## config.mk

```make
export PLATFORM = sky130hd
export DESIGN_NAME = adc_scan_sequencer
export DESIGN_NICKNAME = d
export VERILOG_FILES = /design/src/rtl/adc_scan_sequencer.sv
export SDC_FILE = /design/constraint.sdc
export NUM_CORES = 1
export LEC_CHECK = 0
export ABC_AREA = 1
export CORE_AREA = 2 2 112 114
export CTS_BUF_LIST = sky130_fd_sc_hd__clkbuf_4 sky130_fd_sc_hd__clkbuf_8
export DETAILED_ROUTE_END_ITERATION = 16
export DIE_AREA = 0 0 114 116
export PLACE_DENSITY = 0.68
export SETUP_SLACK_MARGIN = 0.1
export SYNTH_ARGS = -nofsm -noshare
export SYNTH_HDL_FRONTEND = slang
export SYNTH_SLANG_ARGS = --single-unit
```

## constraint.sdc

```tcl
create_clock -name clk -period 2.3 [get_ports clk]
set_input_delay 0.575 -clock clk [delete_from_list [all_inputs] [get_ports clk]]
set_output_delay 0.575 -clock clk [all_outputs]
set_load 0.05 [all_outputs]
```

## src/rtl/adc_scan_sequencer.sv

```systemverilog
// adc_scan_sequencer
//   Round-robin scheduler for the four AD7991 channels behind the I2C
//   controller. For each enabled channel it writes the config byte, holds the
//   I2C controller in restart, drops stale samples, checks the channel-ID
//   field of the next result and captures its 12-bit value.
//
//   Optional build macro: ADC_SCAN_AVERAGE_EN
//     When defined, each channel visit averages 4 matching captures
//     (truncated mean) before writing the channel register.
//
// Ports
//   clk, rst            clock, asynchronous active-low reset
//   enable              scanning allowed; when low, the current channel completes
//   chan_mask[3:0]      channels included in the scan
//   cfg_byte[7:0]       config byte to the I2C controller write register
//   i2c_rst             I2C controller restart, active-high
//   data_in[15:0]       conversion word: [13:12] channel ID, [11:0] value
//   data_valid          one-cycle strobe qualifying data_in
//   channel0..3[11:0]   last captured value per channel
//   ch_valid[3:0]       channel captured at least once since reset
//   scan_done           one-cycle pulse when a pass wraps
//   busy                high outside IDLE
//   error               sticky timeout / channel-ID mismatch flag
module adc_scan_sequencer #(
    parameter logic [3:0] CFG_LOW        = 4'b0000,
    parameter int         RST_CYCLES     = 16,
    parameter int         DISCARD        = 1,
    parameter int         TIMEOUT_CYCLES = 2_000_000
) (
    input  logic        clk,
    input  logic        rst,
    input  logic        enable,
    input  logic [3:0]  chan_mask,
    output logic [7:0]  cfg_byte,
    output logic        i2c_rst,
    input  logic [15:0] data_in,
    input  logic        data_valid,
    output logic [11:0] channel0,
    output logic [11:0] channel1,
    output logic [11:0] channel2,
    output logic [11:0] channel3,
    output logic [3:0]  ch_valid,
    output logic        scan_done,
    output logic        busy,
    output logic        error
);

    typedef enum logic [2:0] {IDLE, SELECT, WAIT, STORE, NEXT} state_t;

    localparam int          TW        = (TIMEOUT_CYCLES > 2) ? $clog2(TIMEOUT_CYCLES) : 1;
    localparam logic [TW-1:0] TMAX    = TW'(TIMEOUT_CYCLES - 1);
    localparam logic [7:0]  RMAX      = 8'(RST_CYCLES - 1);
    localparam logic [1:0]  DISC_INIT = 2'(DISCARD);

    state_t            state, state_nxt;
    logic [1:0]        ptr, ptr_nxt;
    logic              done_nxt;
    logic [7:0]        rcnt;
    logic [1:0]        disc;
    logic [TW-1:0]     tcnt;
    logic [13:0]       sample;
    logic [3:0][11:0]  chan;
    logic [2:0]        pk_cur, pk_adv;
    logic              take, tmo, id_ok;
    logic              unused_hi;

`ifdef ADC_SCAN_AVERAGE_EN
    logic [13:0]       acc;
    logic [1:0]        acnt;
    logic [13:0]       acc_sum;
    assign acc_sum = acc + 14'(sample[11:0]);
`endif

    // {found, index}: lowest set mask bit at or above start, wrapping 3->0.
    function automatic logic [2:0] pick(input logic [1:0] start, input logic [3:0] m);
        logic [2:0] r;
        logic [1:0] idx;
        r = {1'b0, start};
        for (int k = 3; k >= 0; k--) begin
            idx = start + 2'(k);
            if (m[idx]) r = {1'b1, idx};
        end
        return r;
    endfunction

    assign pk_cur    = pick(ptr, chan_mask);
    assign pk_adv    = pick(ptr + 2'd1, chan_mask);
    assign take      = (state == WAIT) && data_valid && (disc == 2'd0);
    assign tmo       = (state == WAIT) && !take && (tcnt == TMAX);
    assign id_ok     = (sample[13:12] == ptr);
    assign unused_hi = ^data_in[15:14];

    assign channel0 = chan[0];
    assign channel1 = chan[1];
    assign channel2 = chan[2];
    assign channel3 = chan[3];

    // State register
    always_ff @(posedge clk or negedge rst) begin
        if (!rst) state <= IDLE;
        else      state <= state_nxt;
    end

    // Next-state, pointer advance and pass-complete detection
    always_comb begin
        state_nxt = state;
        ptr_nxt   = ptr;
        done_nxt  = 1'b0;
        case (state)
            IDLE: begin
                if (enable && (chan_mask != 4'd0)) begin
                    state_nxt = SELECT;
                    ptr_nxt   = pk_cur[1:0];
                end
            end
            SELECT: if (rcnt == RMAX) state_nxt = WAIT;
            WAIT: begin
                if (take)     state_nxt = STORE;
                else if (tmo) state_nxt = NEXT;
            end
            STORE: begin
`ifdef ADC_SCAN_AVERAGE_EN
                // Return to WAIT for the remaining captures of this visit.
                state_nxt = (id_ok && (acnt != 2'd3)) ? WAIT : NEXT;
`else
                state_nxt = NEXT;
`endif
            end
            NEXT: begin
                if (pk_adv[2]) begin
                    ptr_nxt  = pk_adv[1:0];
                    // Wrap (new index not above the old) or a single-channel scan.
                    done_nxt = (pk_adv[1:0] <= ptr) || ($countones(chan_mask) == 1);
                end
                state_nxt = (enable && (chan_mask != 4'd0)) ? SELECT : IDLE;
            end
            default: state_nxt = IDLE;
        endcase
    end

    // Outputs decoded from state
    always_comb begin
        busy    = (state != IDLE);
        i2c_rst = (state == IDLE) || (state == SELECT);
    end

    // Datapath
    always_ff @(posedge clk or negedge rst) begin
        if (!rst) begin
            ptr       <= 2'd0;
            cfg_byte  <= {4'b0001, CFG_LOW};
            rcnt      <= 8'd0;
            disc      <= 2'd0;
            tcnt      <= '0;
            sample    <= 14'd0;
            chan      <= '0;
            ch_valid  <= 4'd0;
            scan_done <= 1'b0;
            error     <= 1'b0;
`ifdef ADC_SCAN_AVERAGE_EN
            acc       <= 14'd0;
            acnt      <= 2'd0;
`endif
        end else begin
            ptr       <= ptr_nxt;
            scan_done <= done_nxt;
            rcnt      <= (state == SELECT && state_nxt == SELECT) ? rcnt + 8'd1 : 8'd0;
            // Config byte is registered on entry so it is stable for the whole restart.
            if (state != SELECT && state_nxt == SELECT)
                cfg_byte <= {4'b0001 << ptr_nxt, CFG_LOW};
            case (state)
                SELECT: begin
                    disc <= DISC_INIT;
                    tcnt <= '0;
`ifdef ADC_SCAN_AVERAGE_EN
                    acc  <= 14'd0;
                    acnt <= 2'd0;
`endif
                end
                WAIT: begin
                    tcnt <= tcnt + 1'b1;
                    if (data_valid) begin
                        if (disc != 2'd0) disc   <= disc - 2'd1;
                        else              sample <= data_in[13:0];
                    end
                    if (tmo) begin
                        error <= 1'b1;
`ifdef ADC_SCAN_AVERAGE_EN
                        acc   <= 14'd0;
                        acnt  <= 2'd0;
`endif
                    end
                end
                STORE: begin
`ifdef ADC_SCAN_AVERAGE_EN
                    if (id_ok) begin
                        tcnt <= '0;
                        if (acnt == 2'd3) begin
                            chan[ptr]     <= acc_sum[13:2];
                            ch_valid[ptr] <= 1'b1;
                            acc           <= 14'd0;
                            acnt          <= 2'd0;
                        end else begin
                            acc  <= acc_sum;
                            acnt <= acnt + 2'd1;
                        end
                    end else begin
                        error <= 1'b1;
                        acc   <= 14'd0;
                        acnt  <= 2'd0;
                    end
`else
                    if (id_ok) begin
                        chan[ptr]     <= sample[11:0];
                        ch_valid[ptr] <= 1'b1;
                    end else begin
                        error <= 1'b1;
                    end
`endif
                end
                default: ;
            endcase
        end
    end

endmodule

```

After elaboration in Yosys (flattened, before gate mapping)
Cells that the tools add are included.
{ "totals": {"regBits": 108, "in_bits": 24, "out_inout_bits": 64, "wordCells": 120} }
{ "op_classes": {"add_sub_neg": 12, "n_lt_le_gt_ge": 9, "eq_ne": 14, "shift": 1, "mux": 46, "bitwise_logic": 2, "reduce_logical": 22} }
{ "op_table": {"columns": ["op", "count"], "rows": [
  ["48-bit bitwise mux", 1],
  ["21-bit one-hot mux with 2 select lines", 1],
  ["12-bit demux with 2-bit select", 1],
  ["3-bit two-way mux", 8],
  ["21-bit by 1-bit adder with 21-bit output, second input constant", 1],
  ["21-bit == test, second input constant", 1],
  ["2-bit by 3-bit < comparator with 1-bit output, second input constant", 7],
  ["2-bit two-way mux", 8],
  ["3-bit one-hot mux with 5 select lines", 1],
  ["1-bit binary-select mux with 2-bit select", 7],
  ["1-bit two-way mux", 13],
  ["12-bit two-way mux", 1],
  ["3-bit by 1-bit == test with 1-bit output, second input constant", 3],
  ["3-bit AND reduction", 3],
  ["2-bit adder, second input constant", 4],
  ["8-bit by 1-bit adder with 8-bit output, second input constant", 1],
  ["8-bit by 4-bit == test with 1-bit output, second input constant", 1],
  ["1-bit logical AND", 8],
  ["8-bit two-way mux", 1],
  ["2-bit one-hot mux with 2 select lines", 2],
  ["3-bit by 2-bit == test with 1-bit output, second input constant", 2],
  ["2-bit != test, second input constant", 3],
  ["2-bit nonzero test", 3],
  ["1-bit by 1-bit adder with 2-bit output", 2],
  ["other kinds (21)", 23]
]} }

Depth between registers and ports, before layout
Gate-level depths: netlist of run 1.
{ "logic_depth": {"ltp_word": 12, "ltp_mapped": 18, "mapped_depth_nobuf": 17} }

Worst setup path before layout of run 1
Ideal clock, no wire load.
{ "synth_path": {"path_type": "flip-flop to flip-flop", "startpoint": "register ptr[0]", "endpoint": "register scan_done", "setup_ns": 0.126, "arrival_ns": 2.277, "t_required_ns": 2.174, "slack_ns": -0.102, "stages_incl_launch_ff": 16, "n_path_buf": 1, "period_less_slack_ns": 2.402, "path_cell_list": "dfrtp_1 inv_2 buf_6 ha_1 inv_1 nand2_1 nand2_2 nand2_2 nand2_2 inv_1 o21ai_2 nand3_1 and2_1 ha_1 a211oi_1 nor3_1"} }
{ "synth_between": {"elab_chain_len": 12, "elab_cells_between_ends": 20, "cone_classes": "4 x add/sub; 1 x order compare; 14 x mux; 1 x reduce/logical"} }
{ "synth_rtl": {"columns": ["item", "line_no", "rtl"], "rows": [
  ["start, declared", "56", "logic [1:0] ptr, ptr_nxt;"],
  ["start signal, assigned", "165", "ptr <= ptr_nxt;"],
  ["2-bit by 1-bit adder with 2-bit output", "87", "assign pk_adv = pick(ptr + 2'd1, chan_mask);"],
  ["2-bit adder", "80", "idx = start + 2'(k);"],
  ["1-bit binary-select mux with 2-bit select", "81", "if (m[idx]) r = {1'b1, idx};"],
  ["1-bit two-way mux (implied by the code)", "81", null],
  ["3-bit two-way mux (4 in series)", "81", null],
  ["2-bit less-or-equal comparator", "133", "done_nxt = (pk_adv[1:0] <= ptr) || ($countones(chan_mask) == 1);"],
  ["1-bit logical OR", "133", null],
  ["1-bit two-way mux *", "130", "if (pk_adv[2]) begin"],
  ["1-bit two-way mux *", "109", "case (state)"],
  ["net done_nxt", "57", "logic done_nxt;"],
  ["end signal, assigned", "166", "scan_done <= done_nxt;"],
  ["end, declared", "43", "output logic scan_done,"]
]} }
Mark *: on every way through the listed nets, which the timed path passes. The rest lies on a longest branch. The select of a mux whose other input is x is not followed.
A chain may end at the register's enable or synchronous reset.

Worst setup path after layout of run 1
{ "layout_path": {"startpoint": "register chan, in the netlist channel3[7]", "endpoint": "output channel3[7]"} }
{ "layout_rtl": {"columns": ["item", "line_no", "rtl"], "rows": [
  ["start, declared", "62", "logic [3:0][11:0] chan;"],
  ["start signal, assigned by index", "214", "chan[ptr] <= sample[11:0];"],
  ["end, declared", "41", "output logic [11:0] channel3,"]
]} }
No word-level cell between the ends.

==> results.yml, run 1 <==
timing:
  finalCriticalPeriod_ps: 2170
  fin_hold_ws_ps: 162
  finalCritPeriodShare: 0.942
  finalWorstSetupSlack_ps: 135
  worstMarginPinSlew_ps: 545
  max_slew_margin: 0.636
  hold_viol_final: 0
  fmax_mhz: 462
  finalClockSkew_ps: 13.6
  drv_slew: 0
  setup_violations: 0
  rsz0062_at_grt: "yes"
logic_synthesis:
  synth-edff-count: 0
  ys_seq_area_frac: 0.509
  ys_types: 47
  synth_top_family_by_area: "simple AND/OR/NAND/NOR gates"
  synthFlopType: "dfrtp_1"
  synth_xor_area_frac: 0.00988
  synth-simple-area-share: 0.295
  async_reset_ff_frac: 1.00
  synth_area_um2: 5320
  synthCells: 632
  muxShareOfSynthArea: 0.0353
  synthAdderAreaFrac: 0.0320
  yosys-top-cells-area: "dfrtp_1 50%, nand2_1 17%, inv_1 4.2%"
  synth_warnings: 0
  synth_top_area_share: 0.504
  yosysTopAreaCell: "dfrtp_1"
  synth.avg_cell_area_um2: 8.41
  ys_ff_latch: 108
  ys_top_cells_by_count: "246 x nand2_1, 107 x dfrtp_1, 60 x inv_1"
  synth_most_common_cell: "nand2_1"
  synth_compound_area_frac: 0.0515
cells_and_area:
  utilization: 0.580
  nets: 786
  antenna_cells: 0
  area_growth_pct: 30.1
  drive_above_1_share: 0.180
floorplanning:
  floorplan.initialDensity: 0.446
  dieWidth_um: 114
  row_count: 40
  core-area_um2: 11900
  chipHeight_um: 116
  ios: 88
  die-area_um2: 13200
power_and_ir_drop:
  cellPowerDensity_nw_per_um2: 859
  p_int_mw: 3.63
  switching_share: 0.389
  switching_power_mw: 2.31
  peakVddDrop_mv: 0.728
  p_leak_nw: 3.88
  finalPower_mw: 5.94
  sequentialPowerShare: 0.356
  clkPwrFrac: 0.207
  comb_power_share: 0.436
status:
  status: "complete, no violations"
critical_path:
  path_cells: "clkdlybuf4s50_1"
  rr_startpoint: "ptr[1]"
  endpoint_kind: "primary output"
  critical-path-slowest-cell: "clkdlybuf4s50_1"
  cp_num_cells: 1
  startpoint_type: "flip-flop"
  crit_type: "reg -> out"
  startpoint: "channel3[7]"
  crit_required_ps: 1730
  cp.arrival_ps: 1590
  path_buf_inv: 1
  critPathTopFamily: "buffers and inverters"
  crit_fanout: 2
  rr_worst_depth: 13
  max_stage_delay_ps: 820
clock_tree:
  htreeDepth: 3
  clk_path_buf_depth: 2
  cts_sinks: 108
  tritoncts: "done"
  cts_buffers: 9
  insertion_delay_ps: 380
  ctsHoldBuffers: 0
  root_buffer: "clkbuf_8"
  clkTransAtPathRegs_ps: 110
routing:
  post-route-drc-count: 0
  num_vias: 4527
  wl_um: 13100
  viasPerCell: 5.02
  ant_nets: 0
  firstDrtPassIters: 5
  drt-initial-drc-count: 291
  wl_per_cell_um: 14.5
flow_run:
  maxCapViolCount: 0
global_route:
  grt_pass1_vias: 4405
  grt_pass1_wl_um: 21700
  antenna_found_initial: 0
  grt_max_degree: 40
  grtUsageTotal: 0.210
  grt.overflow.total: 0
worst_hold_path:
  min_path_type: "in -> async"
place:
  dp_hpwl_um: 9480
  pre_cts_slack_ps: -433
  gp_congestion: 0.889
  port_buffers: 81
==> path summary, 6_finish.rpt <==
| path | endpoint | slack (ps) |
|---|---|---|
| max | channel3[7] | 130 |
| min | channel0[9] | 160 |
| max reg2reg | scan_done | 170 |
| min reg2reg | ch_valid[1] | 480 |
| max in group asynchronous | channel0[1] | 1500 |
| min in group clk | ch_valid[1] | 480 |
==> cell families after synthesis <==
logic type      after synthesis
other cells                   1
simple gates                358
mux                          17
xor+xnor                      6
fa+ha+maj                    13
compound gates               44
flops                       108
buf+inv                      85
==> registers in the layout, summed over array words and instances, names as in the netlist <==
register,cells
scan_done,1
ptr,2
rcnt,8
ch_valid,4
channel3,12
channel1,12
state,3
disc,2
channel2,12
channel0,12
sample,14
tcnt,21
error,1
cfg_byte,4
==> power groups by stage <==
stage | registers, mW | clock network (mW) | logic, mW
4_1_cts | 2.12 | 1.26 | 2.31
3_5_place_dp | 2.15 | 0 | 2.31
5_1_grt | 2.13 | 1.34 | 2.86
3_3_place_gp | 2.15 | 0 | 2.26
6_report | 2.12 | 1.23 | 2.59
2_1_floorplan | 2.35 | 0 | 1.30
==> layout make-up <==
cell class                 instances  area [µm²]
fill                            1091        5000
sequential                       108        2710
multi-input combinational        442        2370
timing repair buffer             124        1200
inverter                          64         245
tap                              147         184
clock buffer                       9         124
clock inverter                     7        86.3
==> routing by layer <==
layer  GRT usage  routed length [µm]  vias to the layer above
li1            -                   -                     2227
met1       0.289                6090                     2163
met2       0.345                6170                      123
met3      0.0387                 618                       14
met4      0.0561                 177                        0
met5           0                   0                        -
==> through the flow <==
step	setup TNS, ps	area, µm²	instances
2_1_floorplan	0	5350	635
3_3_place_gp	-921	6540	882
3_5_place_dp	-1000	6540	882
4_1_cts	0	6760	898
5_1_grt	0	6910	901
6_report	0	6910	901
==> what timing repair did <==
action	in CTS	in global routing
resized for setup	2	45
setup endpoints to repair	2	18
pin swaps	0	19
buffers inserted	0	4
hold endpoints to repair	0	0
==> placed cells by master (no fill, tap or decap), types with 5 or more instances in the layout <==
master           synthesis  routed
clkbuf_8                 0       9
nand2_2                 13      15
o21ai_0                 18      17
inv_2                    4       8
clkdlybuf4s50_1          0      60
nand3_1                 35      33
buf_4                    4      43
dfrtp_1                107     106
xor2_1                   6       6
nor4_1                   5       5
nor3_1                   9       9
ha_1                    12      11
mux2_2                  14      14
nand2_1                246     237
nor2_1                  24      24
nand2_4                  1       8
dlymetal6s2s_1           0      17
inv_1                   60      55
Power figures use the tool's default switching activity.
==> run 2, diff against run 1 <==
ABC_AREA = not set   (was 1)
CORE_AREA = 2 2 105 118   (was 2 2 112 114)
DIE_AREA = 0 0 107 120   (was 0 0 114 116)
==> results.yml, run 2 <==
status:
  status: "complete, no violations"
clock_tree:
  cts_buffers: 9
  tritoncts: "done"
  cts_sinks: 108
  clkTransAtPathRegs_ps: 100
  insertion_delay_ps: 360
  clk_path_buf_depth: 2
  root_buffer: "clkbuf_8"
  htreeDepth: 3
worst_hold_path:
  min_path_type: "in -> async"
logic_synthesis:
  synth_compound_area_frac: 0.0956
  synth_xor_area_frac: 0.0153
  synth_warnings: 0
  muxShareOfSynthArea: 0.157
  async_reset_ff_frac: 1.00
  synthFlopType: "dfrtp_1"
  synth_top_area_share: 0.521
  ys_types: 64
  synth_area_um2: 5140
  yosys-top-cells-area: "dfrtp_1 52%, mux2_2 14%, ha_1 2.9%"
  synth-edff-count: 0
  synthAdderAreaFrac: 0.0331
  ys_seq_area_frac: 0.526
  ys_ff_latch: 108
  synth.avg_cell_area_um2: 11.7
  synth_most_common_cell: "dfrtp_1"
  yosysTopAreaCell: "dfrtp_1"
  synth_top_family_by_area: "multiplexers"
  synthCells: 439
  synth-simple-area-share: 0.132
  ys_top_cells_by_count: "107 x dfrtp_1, 62 x mux2_2, 40 x nand2_1"
timing:
  setup_violations: 0
  hold_viol_final: 0
  drv_slew: 0
  finalCritPeriodShare: 0.952
  finalClockSkew_ps: 9.98
  rsz0062_at_grt: "yes"
  setup_tns_ps: 0
  fin_hold_ws_ps: 179
  finalWorstSetupSlack_ps: 110
  max_slew_margin: 0.625
  finalCriticalPeriod_ps: 2190
  fmax_mhz: 457
  worstMarginPinSlew_ps: 562
place:
  port_buffers: 81
  pre_cts_slack_ps: -341
  dp_cells: 683
  dp_hpwl_um: 7770
  gp_congestion: 0.831
cells_and_area:
  antenna_cells: 0
  reg_top3: "tcnt: 21 flops, sample: 14 flops"
  fill_cells: 991
  largest_register_ff_count: 21
  layout_commonest_cell: "dfrtp_1"
  nets: 585
  drive_above_1_share: 0.274
  fin_cells: 706
  top_register: "tcnt"
  layout_common_cells: "107 x dfrtp_1, 72 x clkdlybuf4s50_1, 62 x mux2_2, 39 x nand2_1, 32 x buf_4"
  area_growth_pct: 28.8
floorplanning:
  core-area_um2: 11700
  floorplan.initialDensity: 0.439
  die-area_um2: 12800
  dieWidth_um: 107
  row_count: 42
  ios: 88
  chipHeight_um: 120
critical_path:
  endpoint_kind: "flip-flop"
  critical-path-slowest-cell: "dfrtp_1"
  crit_type: "reg -> reg"
  critPathTopFamily: "compound AO/OA/AOI/OAI gates"
  crit_required_ps: 2560
  max_stage_delay_ps: 430
  crit_fanout: 7
  path_buf_inv: 2
  startpoint_type: "flip-flop"
  path_cells: "inv_6 > ha_4 > buf_6 > mux2i_1 > o32ai_2 > a211oi_2 > nor3_1 > o221a_2 > a22o_1"
  cp.arrival_ps: 2450
global_route:
  grt_pass1_vias: 3680
  antenna_found_initial: 0
  grt.overflow.total: 0
  grtUsageTotal: 0.174
  grt_pass1_wl_um: 17900
  grt_max_degree: 45
routing:
  wl_per_cell_um: 15.4
  drt-initial-drc-count: 152
  ant_nets: 0
  num_vias: 3738
  firstDrtPassIters: 4
  viasPerCell: 5.29
  wl_um: 10900
  post-route-drc-count: 0
power_and_ir_drop:
  finalPower_mw: 5.20
  cellPowerDensity_nw_per_um2: 785
  peakVddDrop_mv: 0.677
  p_leak_nw: 3.12
flow_run:
  maxCapViolCount: 0
-- run 2: cell types whose count changed in the layout (fill, tap and decap cells not counted), sizes merged, moves of 7 or more --
cell	delta
clkdlybuf4s50	+12
dlymetal6s2s	-15
inv	-50
mux2	+48
mux2i	+8
nand2	-218
nand2b	+7
nand3	-23
-- run 2: cell families after synthesis --
family,after synthesis
mux,73
flops,108
xor+xnor,9
other cells,1
simple gates,129
compound gates,69
fa+ha+maj,13
buf+inv,37
-- run 2: area by class of cell --
class / count / area, µm² / area share
flip-flops and latches: 108 / 2700 / 0.408
multi-input cells: 297 / 2320 / 0.351
repair buffers: 118 / 1130 / 0.170
well taps: 154 / 193 / 0.0291
clock buffers: 10 / 131 / 0.0198
clock inverters: 5 / 82.6 / 0.0125
inverters: 14 / 57.6 / 0.00869
-- run 2: through the flow --
step | utilization | cell area, µm²
5_1_grt | 0.565 | 6620
6_report | 0.565 | 6620
4_1_cts | 0.557 | 6530
3_3_place_gp | 0.534 | 6260
3_5_place_dp | 0.534 | 6260
2_1_floorplan | - | 5190
-- run 2: final timing paths --
path / endpoint / slack (ps) / cells after the start / start
max: cfg_byte[7] / 110 / 9 / ptr[0]
min: ch_valid[3] / 180 / 1 / rst
max reg2reg: cfg_byte[7] / 110 / 9 / ptr[0]
min reg2reg: ch_valid[0] / 470 / 1 / ch_valid[0]
max in group asynchronous: channel1[4] / 1440 / 2 / rst
min in group clk: ch_valid[0] / 470 / 1 / ch_valid[0]
-- run 2: worst register-to-register path: stages, from the launching register on --
cell	delay [ps]
dfrtp_1	430
inv_6	40
ha_4	320
buf_6	110
mux2i_1	220
o32ai_2	100
a211oi_2	330
nor3_1	90
o221a_2	270
a22o_1	180
-- run 2: power breakdown --
| group | switching (mW) | internal, mW |
|---|---|---|
| registers | 0.102 | 2.01 |
| logic | 1.00 | 0.819 |
| clock network | 0.632 | 0.627 |
-- run 2: routing by layer --
metal  GRT usage  up-vias  wire [µm]
met5           0        -          0
met4      0.0552        0        152
met3      0.0277       14        413
met2       0.285       91       5220
met1       0.237     1851       5100
li1            -     1782          -
-- run 2: timing repair --
action	in CTS	in global routing
hold buffers	0	0
gates cloned	0	0
pin swaps	3	18
resized for setup	12	12
endpoints found under the setup margin	4	6
setup buffers	5	3
endpoints found under the hold margin	0	0
